[config.mk]
export PLATFORM = sky130hd
export DESIGN_NAME = instruction_loader_flat
export DESIGN_NICKNAME = d
export VERILOG_FILES = /design/src/rtl/instruction_loader_pkg.sv /design/src/rtl/instruction_loader_if.sv /design/src/rtl/instruction_loader_packer.sv /design/src/rtl/instruction_loader.sv /design/src/flat_wrapper.sv
export SDC_FILE = /design/constraint.sdc
export NUM_CORES = 1
export LEC_CHECK = 0
export BUFFER_PORTS_ARGS = -buffer_cell sky130_fd_sc_hd__buf_4
export CORE_MARGIN = 5
export CORE_UTILIZATION = 45
export DETAILED_ROUTE_END_ITERATION = 10
export PLACE_DENSITY = 0.76
export SETUP_SLACK_MARGIN = 0.4
export SLEW_MARGIN = 5
export SYNTH_ARGS = -nofsm -noshare
export SYNTH_HDL_FRONTEND = slang
export SYNTH_SLANG_ARGS = --single-unit
[constraint.sdc]
create_clock -name clock -period 2.47 [get_ports clock]
set_input_delay 0.741 -clock clock [delete_from_list [all_inputs] [get_ports clock]]
set_output_delay 0.741 -clock clock [all_outputs]
set_load 0.02 [all_outputs]
[src/rtl/instruction_loader_pkg.sv]
// Shared definitions for the program loader and the instruction memory it fills.
package instruction_loader_pkg;

    typedef enum logic [1:0] {
        ST_IDLE    = 2'd0,
        ST_RECEIVE = 2'd1,
        ST_WRITE   = 2'd2,
        ST_DONE    = 2'd3
    } state_t;

    localparam int BYTES_PER_WORD = 4;
    localparam int DEFAULT_DEPTH  = 32;

endpackage

[src/rtl/instruction_loader_if.sv]
// Byte-stream input and instruction-memory write port of the loader.
interface instruction_loader_if;
    logic [7:0]  byteIn;
    logic        byteValid;
    logic        byteReady;
    logic        writeEnable;
    logic [31:0] writeAddress;
    logic [31:0] writeData;

    modport master (
        input  byteIn, byteValid,
        output byteReady, writeEnable, writeAddress, writeData
    );

    modport slave (
        output byteIn, byteValid,
        input  byteReady, writeEnable, writeAddress, writeData
    );
endinterface

[src/rtl/instruction_loader_packer.sv]
// Little-endian byte-to-word assembler; flags the byte that completes a word.
module byte_packer
    import instruction_loader_pkg::*;
(
    input  logic        clock,
    input  logic        reset,
    input  logic        clear,
    input  logic        accept,
    input  logic [7:0]  byteIn,
    output logic [31:0] word,
    output logic        last
);
    localparam logic [1:0] LAST_BYTE = 2'(BYTES_PER_WORD - 1);

    logic [1:0]  count_r;
    logic [31:0] word_r;

    // Current word with the incoming byte inserted at the active lane
    always_comb begin
        word = word_r;
        case (count_r)
            2'd0:    word[7:0]   = byteIn;
            2'd1:    word[15:8]  = byteIn;
            2'd2:    word[23:16] = byteIn;
            2'd3:    word[31:24] = byteIn;
            default: word        = word_r;
        endcase
        last = accept && (count_r == LAST_BYTE);
    end

    // Byte lane counter and partial word storage
    always_ff @(posedge clock or negedge reset) begin
        if (!reset) begin
            count_r <= 2'd0;
            word_r  <= 32'd0;
        end else if (clear) begin
            count_r <= 2'd0;
            word_r  <= 32'd0;
        end else if (accept) begin
            count_r <= count_r + 2'd1;
            word_r  <= word;
        end
    end
endmodule

[src/rtl/instruction_loader.sv]
// Loads a program word by word from a byte stream into instruction memory, holding the CPU meanwhile.
module instruction_loader
    import instruction_loader_pkg::*;
#(
    parameter int DEPTH      = DEFAULT_DEPTH,
    parameter int ADDR_WIDTH = 5
) (
    input  logic                  clock,
    input  logic                  reset,
    input  logic                  start,
    input  logic [ADDR_WIDTH:0]   length,
    input  logic                  abort,
    instruction_loader_if.master  bus,
    output logic                  cpuHold,
    output logic                  busy,
    output logic                  done,
    output logic                  error
);
    localparam logic [ADDR_WIDTH:0] DEPTH_L = (ADDR_WIDTH + 1)'(DEPTH);

    state_t                state_r;
    state_t                state_s;
    logic [ADDR_WIDTH-1:0] index_r;
    logic [ADDR_WIDTH:0]   len_r;
    logic                  load_s;
    logic                  reject_s;
    logic                  inc_s;
    logic                  accept_s;
    logic                  clear_s;
    logic                  last_s;
    logic                  final_word_s;
    logic [31:0]           word_s;

    assign accept_s     = (state_r == ST_RECEIVE) && bus.byteValid && !abort;
    assign clear_s      = load_s || ((state_r == ST_RECEIVE) && abort);
    assign final_word_s = (({1'b0, index_r} + (ADDR_WIDTH + 1)'(1)) == len_r);

    byte_packer u_packer (
        .clock  (clock),
        .reset  (reset),
        .clear  (clear_s),
        .accept (accept_s),
        .byteIn (bus.byteIn),
        .word   (word_s),
        .last   (last_s)
    );

    // Next-state logic; abort outranks the end-of-load transition
    always_comb begin
        state_s  = state_r;
        load_s   = 1'b0;
        reject_s = 1'b0;
        inc_s    = 1'b0;
        case (state_r)
            ST_IDLE, ST_DONE: begin
                if (!start) begin
                    state_s = state_r;
                end else if (length == '0) begin
                    state_s = ST_DONE;
                end else if (length > DEPTH_L) begin
                    state_s  = ST_IDLE;
                    reject_s = 1'b1;
                end else begin
                    state_s = ST_RECEIVE;
                    load_s  = 1'b1;
                end
            end
            ST_RECEIVE: begin
                if (abort) begin
                    state_s = ST_IDLE;
                end else if (last_s) begin
                    state_s = ST_WRITE;
                end else begin
                    state_s = ST_RECEIVE;
                end
            end
            ST_WRITE: begin
                if (abort) begin
                    state_s = ST_IDLE;
                end else if (final_word_s) begin
                    state_s = ST_DONE;
                end else begin
                    state_s = ST_RECEIVE;
                    inc_s   = 1'b1;
                end
            end
            default: state_s = ST_IDLE;
        endcase
    end

    // State, word index, latched length and the sticky length error
    always_ff @(posedge clock or negedge reset) begin
        if (!reset) begin
            state_r <= ST_IDLE;
            index_r <= '0;
            len_r   <= '0;
            error   <= 1'b0;
        end else begin
            state_r <= state_s;
            if (load_s) begin
                index_r <= '0;
                len_r   <= length;
                error   <= 1'b0;
            end else if (inc_s) begin
                index_r <= index_r + ADDR_WIDTH'(1);
            end
            if (reject_s) begin
                error <= 1'b1;
            end
        end
    end

    // Outputs registered from the next state so they line up with the state register
    always_ff @(posedge clock or negedge reset) begin
        if (!reset) begin
            bus.byteReady    <= 1'b0;
            bus.writeEnable  <= 1'b0;
            bus.writeAddress <= 32'd0;
            bus.writeData    <= 32'd0;
            cpuHold          <= 1'b0;
            busy             <= 1'b0;
            done             <= 1'b0;
        end else begin
            bus.byteReady   <= (state_s == ST_RECEIVE);
            bus.writeEnable <= (state_s == ST_WRITE);
            cpuHold         <= (state_s == ST_RECEIVE) || (state_s == ST_WRITE);
            busy            <= (state_s == ST_RECEIVE) || (state_s == ST_WRITE);
            done            <= (state_s == ST_DONE);
            if (last_s && !abort) begin
                bus.writeAddress <= 32'({index_r, 2'b00});
                bus.writeData    <= word_s;
            end
        end
    end
endmodule

[src/flat_wrapper.sv]
// flat-port wrapper written by rule: the top's interface ports become plain ports
module instruction_loader_flat import instruction_loader_pkg::*;
#(
    parameter int DEPTH      = DEFAULT_DEPTH,
    parameter int ADDR_WIDTH = 5
)
  (clock, reset, start, length, abort, cpuHold, busy, done, error, bus_byteIn, bus_byteValid, bus_byteReady, bus_writeEnable, bus_writeAddress, bus_writeData);
  instruction_loader_if bus_i ();
  input  logic clock;
  input  logic reset;
  input  logic start;
  input  logic [ADDR_WIDTH:0] length;
  input  logic abort;
  output logic cpuHold;
  output logic busy;
  output logic done;
  output logic error;
  input wire logic [$bits(bus_i.byteIn)-1:0] bus_byteIn;
  input wire logic [$bits(bus_i.byteValid)-1:0] bus_byteValid;
  output wire logic [$bits(bus_i.byteReady)-1:0] bus_byteReady;
  output wire logic [$bits(bus_i.writeEnable)-1:0] bus_writeEnable;
  output wire logic [$bits(bus_i.writeAddress)-1:0] bus_writeAddress;
  output wire logic [$bits(bus_i.writeData)-1:0] bus_writeData;
  assign bus_i.byteIn = bus_byteIn;
  assign bus_i.byteValid = bus_byteValid;
  assign bus_byteReady = bus_i.byteReady;
  assign bus_writeEnable = bus_i.writeEnable;
  assign bus_writeAddress = bus_i.writeAddress;
  assign bus_writeData = bus_i.writeData;
  instruction_loader #(.DEPTH(DEPTH), .ADDR_WIDTH(ADDR_WIDTH)) u_core (.clock(clock), .reset(reset), .start(start), .length(length), .abort(abort), .bus(bus_i), .cpuHold(cpuHold), .busy(busy), .done(done), .error(error));
endmodule
Word-level counts from Yosys, hierarchy flattened --
Cells that the tools add are included.
Storage, ports and cells: register bits 89, bits of input ports 19, output and inout port bits 70, word-level logic and storage cells 72
Operators by class: add/sub/neg operators 3, order comparisons 1, equal/unequal tests 10, mux-type cells 31, reduce and logical (&&, ||, !) cells 15
Operator list (count):
- $mux W32 | 2
- $mux W8 | 4
- $mux W2 | 8
- $mux W1 | 14
- $eq A2 B2 Y1 const B | 6
- $mux W5 | 2
- $add A5 B1 Y6 const B | 1
- $eq A2 B1 Y1 const B | 3
- $eq A6 B6 Y1 | 1
- $gt A6 B6 Y1 const B | 1
- $logic_not A6 Y1 | 1
- $pmux W2 S3 | 1
- $reduce_bool A2 Y1 | 3
- $add A5 B1 Y5 const B | 1
- $logic_and A1 B1 Y1 | 5
- $logic_not A2 Y1 | 2
- $add A2 B1 Y2 const B | 1
- $logic_or A1 B1 Y1 | 2
- $reduce_or A2 Y1 | 1
- $logic_not A1 Y1 | 1

Logic depth before layout (Yosys ltp) --
Gate-level depths: netlist of the first run.
depth after elaboration 9, gate-level depth with buffers 9

By module --
From an unflattened synthesis of the first run, not the netlist that was laid out.
Unflattened totals: cell total of the unflattened synthesis 390, area, all modules 4672.0 um2
By module, submodules not included:
- instruction_loader | instances 1, cells each 224, area each 2685.1 um2, seq. area each 1376.3 um2
- byte_packer | instances 1, cells each 166, area each 1986.9 um2, seq. area each 850.8 um2

Worst setup path after synthesis of the first run --
OpenSTA, ideal clock, no wires.
kind register to register, start register u_core.index_r[0], end register u_core.cpuHold, setup time 0.063 ns, arrival time 2.234 ns, path slack 0.173 ns, stages on the path, launching flop included 9, path buffers 0, period minus slack after synthesis 2.297 ns, path through dfrtp_1 -> ha_1 -> xnor2_1 -> nand2_1 -> nor4b_2 -> nand3_2 -> a22oi_1 -> ha_1 -> inv_1
On the way: word-level cells in the longest chain between the ends 7, elaborated cells between the ends (all ways) 8, those cells by class add/sub: 1; eq/ne: 3; mux: 3; reduce/logical: 1
Ends and longest elaborated chain:
- start, declared | line instruction_loader.sv:23 | logic [ADDR_WIDTH-1:0] index_r;
- start signal, assigned | line instruction_loader.sv:105 | index_r <= index_r + ADDR_WIDTH'(1);
- $add A5 B1 Y6 * | line instruction_loader.sv:36 | assign final_word_s = (({1'b0, index_r} + (ADDR_WIDTH + 1)'(1)) == len_r);
- $eq A6 B6 Y1 * | line instruction_loader.sv:36
- $mux W2 * | line instruction_loader.sv:80 | end else if (final_word_s) begin
- $mux W2 * | line instruction_loader.sv:78 | if (abort) begin
- $pmux W2 S3 * | line instruction_loader.sv:54 | case (state_r)
- $eq A2 B1 Y1 / $eq A2 B2 Y1 (equally long branches) | line instruction_loader.sv:126 | cpuHold <= (state_s == ST_RECEIVE) || (state_s == ST_WRITE);
- $logic_or A1 B1 Y1 * | line instruction_loader.sv:126
- end signal, assigned | line instruction_loader.sv:126
- end, declared | line instruction_loader.sv:14 | output logic cpuHold,
Mark *: on every way between the ends. The rest lies on a longest branch, timed or not. A chain may end at the register's enable or synchronous reset.

Worst setup path after layout of the first run --
start input length[0], end register u_core.u_packer.word_r[18]
On the way: word-level cells in the longest chain between the ends 7, elaborated cells between the ends (all ways) 9, those cells by class order compare: 1; mux: 5; reduce/logical: 3
Ends and longest elaborated chain:
- start, declared | line flat_wrapper.sv:12 | input logic [ADDR_WIDTH:0] length;
- $gt A6 B6 Y1 | line instruction_loader.sv:60 | end else if (length > DEPTH_L) begin
- $mux W1 | line instruction_loader.sv:60
- $mux W1 * | line instruction_loader.sv:58 | end else if (length == '0) begin
- $mux W1 * | line instruction_loader.sv:56 | if (!start) begin
- $mux W1 * | line instruction_loader.sv:54
- $logic_or A1 B1 Y1 * | line instruction_loader.sv:35 | assign clear_s = load_s || ((state_r == ST_RECEIVE) && abort);
- $mux W32 / $reduce_bool A2 Y1 (equally long branches)
- end signal, assigned | line instruction_loader_packer.sv:41 | word_r <= word;
- end, declared | line instruction_loader_packer.sv:16 | logic [31:0] word_r;
Marked as above.

==> results of run 1 <==
## routing by layer
metal / global-route usage (%) / up-vias / share of wire [%]
li1: - / 1488 / -
met1: 21.4 / 1485 / 42
met2: 26.2 / 114 / 48
met3: 4.35 / 16 / 7.4
met4: 5.46 / 0 / 1.8
met5: 0 / - / 0
## synthesized netlist by cell type (2+ instances only)
| cell | n |
|---|---|
| sky130_fd_sc_hd__a2111o_1 | 3 |
| sky130_fd_sc_hd__a21oi_1 | 28 |
| sky130_fd_sc_hd__a22oi_1 | 2 |
| sky130_fd_sc_hd__and2_0 | 4 |
| sky130_fd_sc_hd__buf_1 | 6 |
| sky130_fd_sc_hd__buf_4 | 29 |
| sky130_fd_sc_hd__buf_6 | 5 |
| sky130_fd_sc_hd__clkbuf_1 | 8 |
| sky130_fd_sc_hd__dfrtp_1 | 81 |
| sky130_fd_sc_hd__ha_1 | 10 |
| sky130_fd_sc_hd__inv_1 | 7 |
| sky130_fd_sc_hd__mux2i_1 | 29 |
| sky130_fd_sc_hd__nand2_1 | 145 |
| sky130_fd_sc_hd__nand2b_1 | 2 |
| sky130_fd_sc_hd__nand3_1 | 2 |
| sky130_fd_sc_hd__nand4_1 | 2 |
| sky130_fd_sc_hd__nor2_1 | 6 |
| sky130_fd_sc_hd__nor2b_1 | 2 |
| sky130_fd_sc_hd__o21ai_0 | 29 |
| sky130_fd_sc_hd__xnor2_1 | 4 |
| sky130_fd_sc_hd__xor2_1 | 3 |
## what timing repair did
| item | in CTS | in global routing |
|---|---|---|
| setup buffers | 2 | 0 |
| resized for setup | 2 | 26 |
| endpoints found under the setup margin | 5 | 32 |
| cloned | 0 | 3 |
| pin swaps | 0 | 3 |
## state kept, by name, summed over array words and instances (netlist names)
| name | count |
|---|---|
| u_core.bus.byteReady | 1 |
| u_core.bus.writeAddress | 5 |
| u_core.bus.writeData | 32 |
| u_core.bus.writeEnable | 1 |
| u_core.cpuHold | 1 |
| u_core.done | 1 |
| u_core.error | 1 |
| u_core.index_r | 5 |
| u_core.len_r | 6 |
| u_core.state_r | 2 |
| u_core.u_packer.count_r | 2 |
| u_core.u_packer.word_r | 24 |
## per-stage QoR
stage / cell area, um^2 / hold slack (ns) / util [%] / power (mW) / worst slack, ns
2_1_floorplan: 4140 / 0.445 / - / 2.62 / 0.181
4_1_cts: 4720 / 0.403 / 54.1 / 3.87 / 0.395
3_3_place_gp: 4520 / 0.463 / 51.8 / 2.88 / 0.0479
3_5_place_dp: 4520 / 0.468 / 51.8 / 2.94 / 0.0228
6_report: 4880 / 0.384 / 55.9 / 3.99 / 0.370
5_1_grt: 4880 / 0.419 / 55.9 / 4.26 / 0.337
## worst min path at each step
stage                                               startpoint                              endpoint  cells past startpoint
after detailed placement  u_core.bus.writeData[29]$_DFFE_PN0N_  u_core.bus.writeData[29]$_DFFE_PN0N_                      2
final                                                    reset  u_core.bus.writeData[23]$_DFFE_PN0N_                      1
after global placement     u_core.bus.writeData[3]$_DFFE_PN0N_   u_core.bus.writeData[3]$_DFFE_PN0N_                      2
after global routing                                     reset  u_core.bus.writeData[20]$_DFFE_PN0N_                      1
after floorplan                                          reset        u_core.bus.byteReady$_DFF_PN0_                      0
after CTS                                                reset  u_core.bus.writeData[16]$_DFFE_PN0N_                      1
## cell families (layout without fill, tap and decap cells)
kind of cell / count (synthesis) / count (layout) / synth area share [%]
buffers and inverters: 56 / 99 / 8.92
other: 1 / 27 / 0.0935
AOI/OAI and AO/OA: 70 / 70 / 10.1
DFF: 81 / 81 / 50.5
adders and majority gates: 10 / 10 / 3.12
and+or+nand+nor: 172 / 175 / 18.4
xor gates and xnor gates: 7 / 7 / 1.53
muxes: 29 / 29 / 7.24
## where the power goes
| part | leakage [nW] | internal, mW | switching, mW |
|---|---|---|---|
| clock network | 0.0874 | 0.415 | 0.481 |
| registers | 1.11 | 1.51 | 0.126 |
| logic | 1.17 | 0.620 | 0.840 |
| total | 2.36 | 2.54 | 1.45 |
## layout make-up
cell class | count | area (um^2) | area share (%)
Timing Repair Buffer | 77 | 614 | 12.6
Sequential cell | 81 | 2030 | 41.6
Clock inverter | 4 | 28.8 | 0.590
Inverter | 7 | 26.3 | 0.539
Multi-Input combinational cell | 318 | 1890 | 38.8
Tap cell | 108 | 135 | 2.77
Clock buffer | 11 | 151 | 3.10
## critical path: cells and delay by family
| kind | cells | cell delay, ns |
|---|---|---|
| simple gates | 3 | 1.06 |
| buf+inv | 2 | 0.28 |
| compound gates | 2 | 0.24 |
==> Implementation_results.wiki, run 1 <==
{| class="wikitable"
! Metric !! Value
|-
| Unrepaired setup endpoints after global routing || true
|-
| Num Clock Sinks || 81
|-
| # diodes || 0
|-
| Endpoint of the worst register-to-register path || u_core.cpuHold$_DFF_PN0_
|-
| Horiz. Die Dim || 104 um
|-
| Average detailed-routed wire length per instance || 14.7 um
|-
| Area share of the leading cell type in the synthesized netlist || 50.5%
|-
| Summed instance area of the synthesized netlist || 4010 um^2
|-
| Peak supply drop || 0.399 mV
|-
| Fin crit period || 2.10 ns
|-
| Count of max-cap constraint violations || 0
|-
| Flop-to-flop setup slack || 0.50 ns
|-
| Required arrival time at the worst endpoint || 2.70 ns
|-
| Cells on worst reg2reg path || 7
|-
| Final count of negative-setup-slack endpoints || 0
|-
| Gp weighted congestion || 0.806
|-
| Synth async-reset ratio || 100%
|-
| Crit path capture type || flop
|-
| Number of top-level pins || 89
|-
| Critical path startpoint category || input port
|-
| Total negative setup slack || 0 ns
|-
| Effective utilization at floorplan || 46.0%
|-
| Wire length of the first global-routing pass || 14,600 um
|-
| Placed Cells incl. Taps || 586
|-
| Residual overflow from global routing || 0
|-
| Library cell with the largest summed area after synthesis || sky130_fd_sc_hd__dfrtp_1
|-
| Clock edge transition at the registers on the reported setup and hold paths || 0.08 ns
|-
| Overall global routing resource usage || 16.3%
|-
| Worst hold path class || in2async
|-
| Share of cells above drive strength 1 || 25.7%
|-
| CTS max path bufs || 2
|-
| Via count of the first global-routing pass || 2,994
|-
| Number of nets in the final layout || 523
|-
| Crit-path slowest cell || sky130_fd_sc_hd__or4_4
|-
| Flip-flop cell with the highest count after synthesis || sky130_fd_sc_hd__dfrtp_1
|-
| Post-detailed-route count of antenna-violating nets || 0
|-
| DRC violations left || 0
|-
| Syn. warnings || 0
|-
| Skew final || 0.00694 ns
|-
| Type of the worst setup path || in2reg
|-
| Number of buffers added by the clock tree synthesis step || 9
|-
| Average vias per placed instance || 5.12
|-
| Pins over their slew limit || 0
|-
| Synth area leaders || sky130_fd_sc_hd__dfrtp_1 (51%), sky130_fd_sc_hd__nand2_1 (14%), sky130_fd_sc_hd__mux2i_1 (7.2%)
|-
| Number of antenna violations at the first check in global routing || 0
|-
| Sequential fraction of the synthesis area || 50.5%
|-
| Core Rows || 34
|-
| Count of mapped cells out of synthesis || 426
|-
| Number of violations reported at the end of detailed-routing iteration 0 || 132
|-
| First-pass DRT Iterations || 4
|-
| Number of standard cells in the final layout excluding fillers || 606
|-
| DIE AREA || 10,900 um^2
|-
| Run status || complete, no violations
|-
| Worst Setup SP || length[0]
|-
| Launch instance of the worst register-to-register path || u_core.index_r[2]$_DFFE_PN0P_
|-
| Sum of routed wire length over all layers || 8930 um
|-
| Static leakage || 2.36 nW
|-
| Largest stage delay on the critical path || 0.53 ns
|-
| Clock tree root buffer cell || sky130_fd_sc_hd__clkbuf_8
|-
| Ratio of total power to cell area || 818 nW/um^2
|-
| Via count || 3,103
|-
| Pin count of the biggest net entering global routing || 60
|-
| Flip-flop and latch count after synthesis || 81
|-
| Number of buffers inserted by hold repair at cts || 0
|-
| Final critical-path share of the clock period || 85.0%
|-
| Worst Path Arrival || 2.33 ns
|-
| Slew at the pin with the worst max-slew slack || 0.726 ns
|-
| Worst setup path endpoint || u_core.u_packer.word_r[18]$_DFFE_PN0P_
|-
| CP Max Fanout || 7
|-
| # port buffers || 61
|-
| Yosys cell types || 40
|-
| Estimated wirelength of the detail-placed design || 6130 um
|-
| Mean Syn Cell Area || 9.41 um^2
|-
| Top library cells by usage in the layout, fill and taps aside || sky130_fd_sc_hd__nand2_1 (145), sky130_fd_sc_hd__dfrtp_1 (80), sky130_fd_sc_hd__buf_4 (73), sky130_fd_sc_hd__mux2i_1 (29)
|-
| Worst relative slew slack || 51.5%
|-
| Fmax || 476 MHz
|-
| Final Hold Violating Endpoints || 0
|-
| H-tree levels || 3
|-
| CTS tree || yes
|-
| Post-synth EDFFs || 0
|-
| Worst-Skew Late Latency || 0.35 ns
|-
| CP Cell Sequence || buf_4, or4_4, o21ai_2, or3b_4, buf_12, nand2_8, a21oi_2
|-
| Area delta synth->final || 21.7%
|-
| CORE AREA || 8720 um^2
|-
| Final-layout fill cell count || 771
|-
| Commonest non-fill, non-tap cell in the layout || sky130_fd_sc_hd__nand2_1
|-
| Overall die height || 104 um
|}
Note: power is estimated with default switching activity, not from simulation.
==> inputs of run 2 (changes only) <==
--- a/config.mk
+++ b/config.mk
@@ -5,10 +5,13 @@
 export SDC_FILE = /design/constraint.sdc
 export NUM_CORES = 1
 export LEC_CHECK = 0
+export ABC_AREA = 1
 export BUFFER_PORTS_ARGS = -buffer_cell sky130_fd_sc_hd__buf_4
+export CORE_ASPECT_RATIO = 0.6
 export CORE_MARGIN = 5
 export CORE_UTILIZATION = 45
 export DETAILED_ROUTE_END_ITERATION = 10
+export GPL_TIMING_DRIVEN = 0
 export PLACE_DENSITY = 0.76
 export SETUP_SLACK_MARGIN = 0.4
 export SLEW_MARGIN = 5
==> run 2 against run 1 <==
Core utilization up 3.2 points. Sequential power about the same. Clock-buffer cell count up 4. Final cell count up 14%. Sequential share of layout area down 2.1 points. Via count up 8.4%. Critical path type is now reg2reg. Largest power group unchanged.
==> Implementation_results.wiki, run 2 <==
{| class="wikitable"
! Metric !! Value
|-
| Number of antenna violations at the first check in global routing || 0
|-
| Count of mapped cells out of synthesis || 470
|-
| Via count || 3,363
|-
| CTS max path bufs || 2
|-
| Final Hold Violating Endpoints || 0
|-
| DIE AREA || 11,200 um^2
|-
| CP Max Fanout || 4
|-
| Total internal power || 2.91 mW
|-
| Fmax || 499 MHz
|-
| Final count of negative-setup-slack endpoints || 0
|-
| Final critical-path share of the clock period || 81.2%
|-
| Clock edge transition at the registers on the reported setup and hold paths || 0.06 ns
|-
| Number of flip-flops in the largest register || 32
|-
| Core Rows || 26
|-
| # port buffers || 60
|-
| Num Clock Sinks || 81
|-
| Part of the total power dissipated in sequential elements || 37.5%
|-
| Horiz. Die Dim || 133 um
|-
| H-tree levels || 3
|-
| Pin count of the biggest net entering global routing || 82
|-
| Number of nets in the final layout || 604
|-
| Number of top-level pins || 89
|-
| Final-layout worst hold slack || 0.478 ns
|-
| Slew at the pin with the worst max-slew slack || 1.03 ns
|-
| Post-detailed-route count of antenna-violating nets || 0
|-
| Comb pwr share || 35.7%
|-
| CORE AREA || 8690 um^2
|-
| Ratio of total power to cell area || 868 nW/um^2
|-
| Number of buffers added by the clock tree synthesis step || 9
|-
| Average vias per placed instance || 4.87
|-
| Critical path startpoint category || flop
|-
| Library cell with the largest summed area after synthesis || sky130_fd_sc_hd__dfrtp_1
|-
| Flip-flop and latch count after synthesis || 81
|-
| Mean Syn Cell Area || 8.70 um^2
|-
| Worst hold path class || reg2reg
|-
| Yosys cell types || 30
|-
| Pins over their slew limit || 0
|-
| Area share of the leading cell type in the synthesized netlist || 49.6%
|-
| Worst Path Arrival || 2.28 ns
|-
| Net switching component of the power || 1.55 mW
|-
| Static leakage || 2.76 nW
|-
| Required arrival time at the worst endpoint || 2.75 ns
|-
| Peak supply drop || 0.543 mV
|-
| Effective utilization at floorplan || 47.1%
|-
| Clock tree root buffer cell || sky130_fd_sc_hd__clkbuf_16
|-
| Fin crit period || 2.01 ns
|-
| Worst relative slew slack || 31.3%
|-
| Final-layout fill cell count || 765
|-
| Unrepaired setup endpoints after global routing || false
|-
| Overall die height || 83.9 um
|-
| Commonest non-fill, non-tap cell in the layout || sky130_fd_sc_hd__nand2_1
|-
| Count leader, synth || sky130_fd_sc_hd__nand2_1
|-
| Worst-case setup slack after placement || 0.173 ns
|-
| Worst-Skew Late Latency || 0.34 ns
|-
| Overall global routing resource usage || 18.6%
|-
| Run status || complete, no violations
|-
| Top library cells by usage in the layout, fill and taps aside || sky130_fd_sc_hd__nand2_1 (156), sky130_fd_sc_hd__buf_4 (100), sky130_fd_sc_hd__dfrtp_1 (79), sky130_fd_sc_hd__o21ai_0 (32), sky130_fd_sc_hd__a21oi_1 (31)
|-
| Switching power share of the total || 34.8%
|-
| Post-route total power || 4.46 mW
|-
| Total negative setup slack || 0 ns
|-
| First-pass DRT Iterations || 5
|-
| Final design area excluding fillers || 5140 um^2
|-
| Crit path setup slack, layout || 0.465 ns
|-
| Top post-synthesis cells by count || sky130_fd_sc_hd__nand2_1 (156), sky130_fd_sc_hd__dfrtp_1 (81), sky130_fd_sc_hd__a21oi_1 (32), sky130_fd_sc_hd__buf_4 (32), sky130_fd_sc_hd__o21ai_0 (32)
|-
| Share of cells above drive strength 1 || 28.0%
|-
| Biggest register || u_core.bus.writeData
|-
| Count of max-cap constraint violations || 0
|-
| Synth area leaders || sky130_fd_sc_hd__dfrtp_1 (50%), sky130_fd_sc_hd__nand2_1 (14%), sky130_fd_sc_hd__mux2_2 (6.1%)
|-
| Gp weighted congestion || 0.791
|-
| CTS tree || yes
|-
| Clock share of power || 26.8%
|-
| Flop-to-flop setup slack || 0.46 ns
|-
| Area delta synth->final || 25.7%
|-
| Average detailed-routed wire length per instance || 14.8 um
|-
| Post-synth EDFFs || 0
|-
| Crit path capture type || flop
|-
| Leading registers by flop count || u_core.bus.writeData (32), u_core.u_packer.word_r (24), u_core.len_r (6)
|-
| Type of the worst setup path || reg2reg
|-
| Placed Cells incl. Taps || 668
|-
| Estimated wirelength of the detail-placed design || 7270 um
|-
| Sum of routed wire length over all layers || 10,200 um
|-
| DRC violations left || 0
|-
| Number of standard cells in the final layout excluding fillers || 691
|-
| Wire length of the first global-routing pass || 16,600 um
|-
| # diodes || 0
|-
| Flip-flop cell with the highest count after synthesis || sky130_fd_sc_hd__dfrtp_1
|-
| Residual overflow from global routing || 0
|-
| Sequential fraction of the synthesis area || 49.6%
|-
| Syn. warnings || 0
|-
| Placement-stage cell area || 4780 um^2
|-
| Summed instance area of the synthesized netlist || 4090 um^2
|-
| Via count of the first global-routing pass || 3,263
|-
| Final core area utilization || 59.2%
|-
| Number of violations reported at the end of detailed-routing iteration 0 || 336
|-
| Skew final || 0.00424 ns
|-
| Synth async-reset ratio || 100%
|}
run 2: power by group through the flow:
stage	combinational (mW)	sequential (mW)	clock [mW]
floorplan	0.964	1.75	0
global placement	1.40	1.68	0
detailed placement	1.44	1.69	0
CTS	1.46	1.67	1.22
global route	1.78	1.70	1.27
finish	1.59	1.67	1.19
run 2: final timing paths:
path | start | end | cells past startpoint
max | u_core.index_r[1]$_DFFE_PN0P_ | u_core.cpuHold$_DFF_PN0_ | 11
min | u_core.error$_DFFE_PN0P_ | u_core.error$_DFFE_PN0P_ | 2
max reg2reg | u_core.index_r[1]$_DFFE_PN0P_ | u_core.cpuHold$_DFF_PN0_ | 11
min reg2reg | u_core.error$_DFFE_PN0P_ | u_core.error$_DFFE_PN0P_ | 2
max in group asynchronous | reset | u_core.index_r[1]$_DFFE_PN0P_ | 1
min in group asynchronous | reset | u_core.cpuHold$_DFF_PN0_ | 1
run 2: timing repair:
| item | 4_1_cts | 5_1_grt |
|---|---|---|
| hold buffers | 0 | 0 |
| buffers inserted | 0 | 8 |
| pin swaps | 1 | 7 |
| gates cloned | 0 | 0 |
| endpoints found under the setup margin | 1 | 4 |
| resized for setup | 1 | 8 |
run 2: area by class of cell:
class | count | area (um^2) | area share, %
plain buffers | 51 | 323 | 6.28
clock buffers | 15 | 258 | 5.01
inverters | 29 | 109 | 2.12
multi-input cells | 335 | 1770 | 34.4
flip-flops and latches | 81 | 2030 | 39.5
well taps | 112 | 140 | 2.73
repair buffers | 68 | 510 | 9.93
run 2: critical path, cell delays in order, from the launching register on:
cell and delay [ns]:
sky130_fd_sc_hd__dfrtp_2 0.44, sky130_fd_sc_hd__ha_4 0.29, sky130_fd_sc_hd__inv_1 0.04, sky130_fd_sc_hd__nand2_1 0.04
sky130_fd_sc_hd__nand2_1 0.07, sky130_fd_sc_hd__nor2_2 0.11, sky130_fd_sc_hd__nand3_2 0.10, sky130_fd_sc_hd__nor2_4 0.15
sky130_fd_sc_hd__nand4_1 0.18, sky130_fd_sc_hd__a21oi_2 0.23, sky130_fd_sc_hd__ha_1 0.25, sky130_fd_sc_hd__inv_1 0.05
run 2: logic make-up (layout without fill, tap and decap cells):
family / Yosys count / in the layout / share of synthesized area [%]
buffers and inverters: 80 / 163 / 10.6
other: 1 / 27 / 0.0917
flip-flops: 81 / 81 / 49.6
AO/OA/AOI/OAI: 69 / 69 / 8.72
AND/OR/NAND/NOR: 204 / 204 / 21.3
XOR/XNOR: 3 / 3 / 0.643
adder cells (fa/ha/maj): 10 / 10 / 3.06
multiplexers: 22 / 22 / 6.06
run 2: routing by layer:
layer | GRT usage [%] | up-vias | wire length, um
met5 | 0 | - | 0
met4 | 4.62 | 0 | 76
met3 | 6.08 | 11 | 754
met2 | 25.7 | 122 | 4310
met1 | 27.8 | 1577 | 5060
li1 | - | 1653 | -
==> inputs of run 3 (changes only) <==
==> constraint.sdc (replaced) <==
create_clock -name clock -period 1.6 [get_ports clock]
set_input_delay 0.48 -clock clock [delete_from_list [all_inputs] [get_ports clock]]
set_output_delay 0.48 -clock clock [all_outputs]
set_load 0.02 [all_outputs]
==> run 3 against run 2 <==
The run now ends with setup timing left. Critical path depth shrank 2. Sequential cell count is the same. Clock-buffer cell count shrank 1. Critical endpoint unchanged. Worst setup slack lost 0.88 ns. Design area grew 39%. First-iteration DRC count grew 62%. Sequential power grew 60%. Clock power grew 86%. Maximum frequency shrank 0.35%. Via count grew 30%. Wire length grew 66%. Combinational power grew to 2.8 times the previous value.
==> Implementation_results.wiki, run 3 (synthesis results as in run 2) <==
{| class="wikitable"
! Metric !! Value
|-
| Worst-Skew Late Latency || 0.35 ns
|-
| Post-route total power || 9.35 mW
|-
| Required arrival time at the worst endpoint || 1.88 ns
|-
| Crit-path slowest cell || sky130_fd_sc_hd__dfrtp_2
|-
| Largest stage delay on the critical path || 0.43 ns
|-
| CTS max path bufs || 2
|-
| Pin count of the biggest net entering global routing || 82
|-
| Clock edge transition at the registers on the reported setup and hold paths || 0.07 ns
|-
| Total negative setup slack || -5.45 ns
|-
| Static leakage || 3.87 nW
|-
| Final-layout fill cell count || 427
|-
| Slew at the pin with the worst max-slew slack || 0.775 ns
|-
| Wire length of the first global-routing pass || 23,000 um
|-
| Critical path startpoint category || flop
|-
| Wire length on met2 || 7850 um
|-
| Average detailed-routed wire length per instance || 22.4 um
|-
| H-tree levels || 3
|-
| Via count || 4,373
|-
| Post-detailed-route count of antenna-violating nets || 0
|-
| Number of antenna violations at the first check in global routing || 0
|-
| Share of cells above drive strength 1 || 60.4%
|-
| Overall die height || 83.9 um
|-
| Pins over their slew limit || 0
|-
| Core Rows || 26
|-
| Final critical-path share of the clock period || 126%
|-
| # port buffers || 60
|-
| Clock tree root buffer cell || sky130_fd_sc_hd__clkbuf_16
|-
| Overall global routing resource usage || 26.2%
|-
| Crit path setup slack, layout || -0.412 ns
|-
| Gp weighted congestion || 0.831
|-
| Number of nets in the final layout || 670
|-
| Peak supply drop || 1.15 mV
|-
| Biggest register || u_core.bus.writeData
|-
| Estimated wirelength of the detail-placed design || 7870 um
|-
| Sum of buffers and inverters on the critical path || 1
|-
| Sum of routed wire length over all layers || 17,000 um
|-
| Worst Path Arrival || 2.29 ns
|-
| Skew final || 0.0120 ns
|-
| Crit path capture type || flop
|-
| Number of buffers inserted by hold repair at cts || 0
|-
| Highest routing layer actually used || met4
|-
| Fin crit period || 2.01 ns
|-
| Fmax || 497 MHz
|-
| Total met3 wirelength after detailed routing || 1810 um
|-
| Number of top-level pins || 89
|-
| Average vias per placed instance || 5.77
|-
| Failing checks || setup timing
|-
| Residual overflow from global routing || 0
|-
| Commonest non-fill, non-tap cell in the layout || sky130_fd_sc_hd__buf_4
|-
| Worst hold path class || in2async
|-
| Ratio of total power to cell area || 1310 nW/um^2
|-
| Count of max-cap constraint violations || 0
|-
| Number of flip-flops in the largest register || 32
|-
| Horiz. Die Dim || 133 um
|-
| Worst relative slew slack || 48.3%
|-
| Most common cell on crit path || sky130_fd_sc_hd__nand2_1
|-
| Number of buffers added by the clock tree synthesis step || 9
|-
| Num Clock Sinks || 81
|-
| CORE AREA || 8690 um^2
|-
| First-pass DRT Iterations || 5
|-
| Number of violations reported at the end of detailed-routing iteration 0 || 544
|-
| DRC violations left || 0
|-
| Run status || finished, violations left
|-
| Leading registers by flop count || u_core.bus.writeData (32), u_core.u_packer.word_r (24), u_core.len_r (6)
|-
| Effective utilization at floorplan || 47.1%
|-
| Unrepaired setup endpoints after global routing || true
|-
| CTS tree || yes
|-
| DIE AREA || 11,200 um^2
|-
| Via count of the first global-routing pass || 4,323
|-
| CP Cell Sequence || ha_4, nand3_2, xor2_2, nand2_1, nand2_1, nand4_1, a21oi_2, ha_1, inv_1
|-
| Top library cells by usage in the layout, fill and taps aside || sky130_fd_sc_hd__buf_4 (94), sky130_fd_sc_hd__dfrtp_1 (79), sky130_fd_sc_hd__nand2_1 (72), sky130_fd_sc_hd__buf_6 (59), sky130_fd_sc_hd__nand2_2 (50)
|-
| Met1 layer wirelength in the final routing || 6600 um
|-
| CP top delay family || simple AND/OR/NAND/NOR gates
|-
| # diodes || 0
|-
| Type of the worst setup path || reg2reg
|-
| Area delta synth->final || 75.1%
|-
| Worst-case setup slack after placement || -0.428 ns
|-
| Final Hold Violating Endpoints || 0
|-
| CP Max Fanout || 3
|-
| Final count of negative-setup-slack endpoints || 58
|}
[run 3: changes by cell type in the layout (fill, tap and decap cells not counted), moves of 27 or more]
cell,before,now
sky130_fd_sc_hd__nand2_1,156,72
sky130_fd_sc_hd__buf_6,0,59
sky130_fd_sc_hd__nand2_2,4,50
sky130_fd_sc_hd__nand2_4,2,37
sky130_fd_sc_hd__a21oi_1,31,2
sky130_fd_sc_hd__a21oi_2,1,30
sky130_fd_sc_hd__o21ai_0,32,5
[run 3: layer usage]
| layer | GRT usage (%) | up-vias |
|---|---|---|
| met1 | 33.5 | 2122 |
| met4 | 9.72 | 0 |
| met5 | 0 | - |
| met2 | 41.2 | 370 |
| met3 | 8.98 | 90 |
| li1 | - | 1791 |
[run 3: stage by stage]
stage / cells / utilization [%] / instance area (um^2) / hold slack (ns)
6_report: 758 / 82.5 / 7160 / 0.195
4_1_cts: 739 / 78.2 / 6790 / 0.379
2_1_floorplan: 496 / - / 4550 / 0.184
3_5_place_dp: 668 / 59.1 / 5140 / 0.460
3_3_place_gp: 668 / 59.1 / 5140 / 0.458
5_1_grt: 758 / 82.5 / 7160 / 0.251
[run 3: final timing paths]
check | slack (ns) | from | end | depth (start not counted)
hold / removal | 0.20 | reset | u_core.cpuHold$_DFF_PN0_ | 1
hold reg to reg | 0.50 | u_core.bus.writeData[17]$_DFFE_PN0N_ | u_core.bus.writeData[17]$_DFFE_PN0N_ | 2
max in group asynchronous | 0.83 | reset | u_core.index_r[0]$_DFFE_PN0P_ | 1
setup reg to reg | -0.41 | u_core.index_r[1]$_DFFE_PN0P_ | u_core.cpuHold$_DFF_PN0_ | 9
min in group clock | 0.41 | length[5] | u_core.len_r[5]$_DFFE_PN0P_ | 2
setup / recovery | -0.41 | u_core.index_r[1]$_DFFE_PN0P_ | u_core.cpuHold$_DFF_PN0_ | 9
[run 3: layout make-up]
type,count,area (um^2),area share [%]
flip-flops and latches,81,2030,28.3
plain buffers,51,549,7.67
clock buffers,14,274,3.83
well taps,112,140,1.96
multi-input cells,335,2610,36.5
repair buffers,134,1390,19.5
clock inverters,2,35.0,0.489
inverters,29,129,1.80
[run 3: worst reg2reg max path, delay by kind of cell, from the launching register on]
family,cells,cell delay [ns]
DFF,1,0.43
xor gates and xnor gates,1,0.22
and+or+nand+nor,4,0.60
AOI/OAI and AO/OA,1,0.22
adders and majority gates,2,0.42
buffers and inverters,1,0.05
[run 3: repair_timing]
item / CTS / global route
cloned: 9 / 1
setup buffers: 46 / 18
endpoints found under the setup margin: 124 / 184
pin swaps: 69 / 39
gates resized for setup: 245 / 53
[run 3: power by group]
part	total, mW	internal (mW)	switching [mW]
clock	2.21	1.34	0.871
sequential	2.67	2.39	0.280
combinational	4.47	2.02	2.45
total	9.35	5.75	3.60
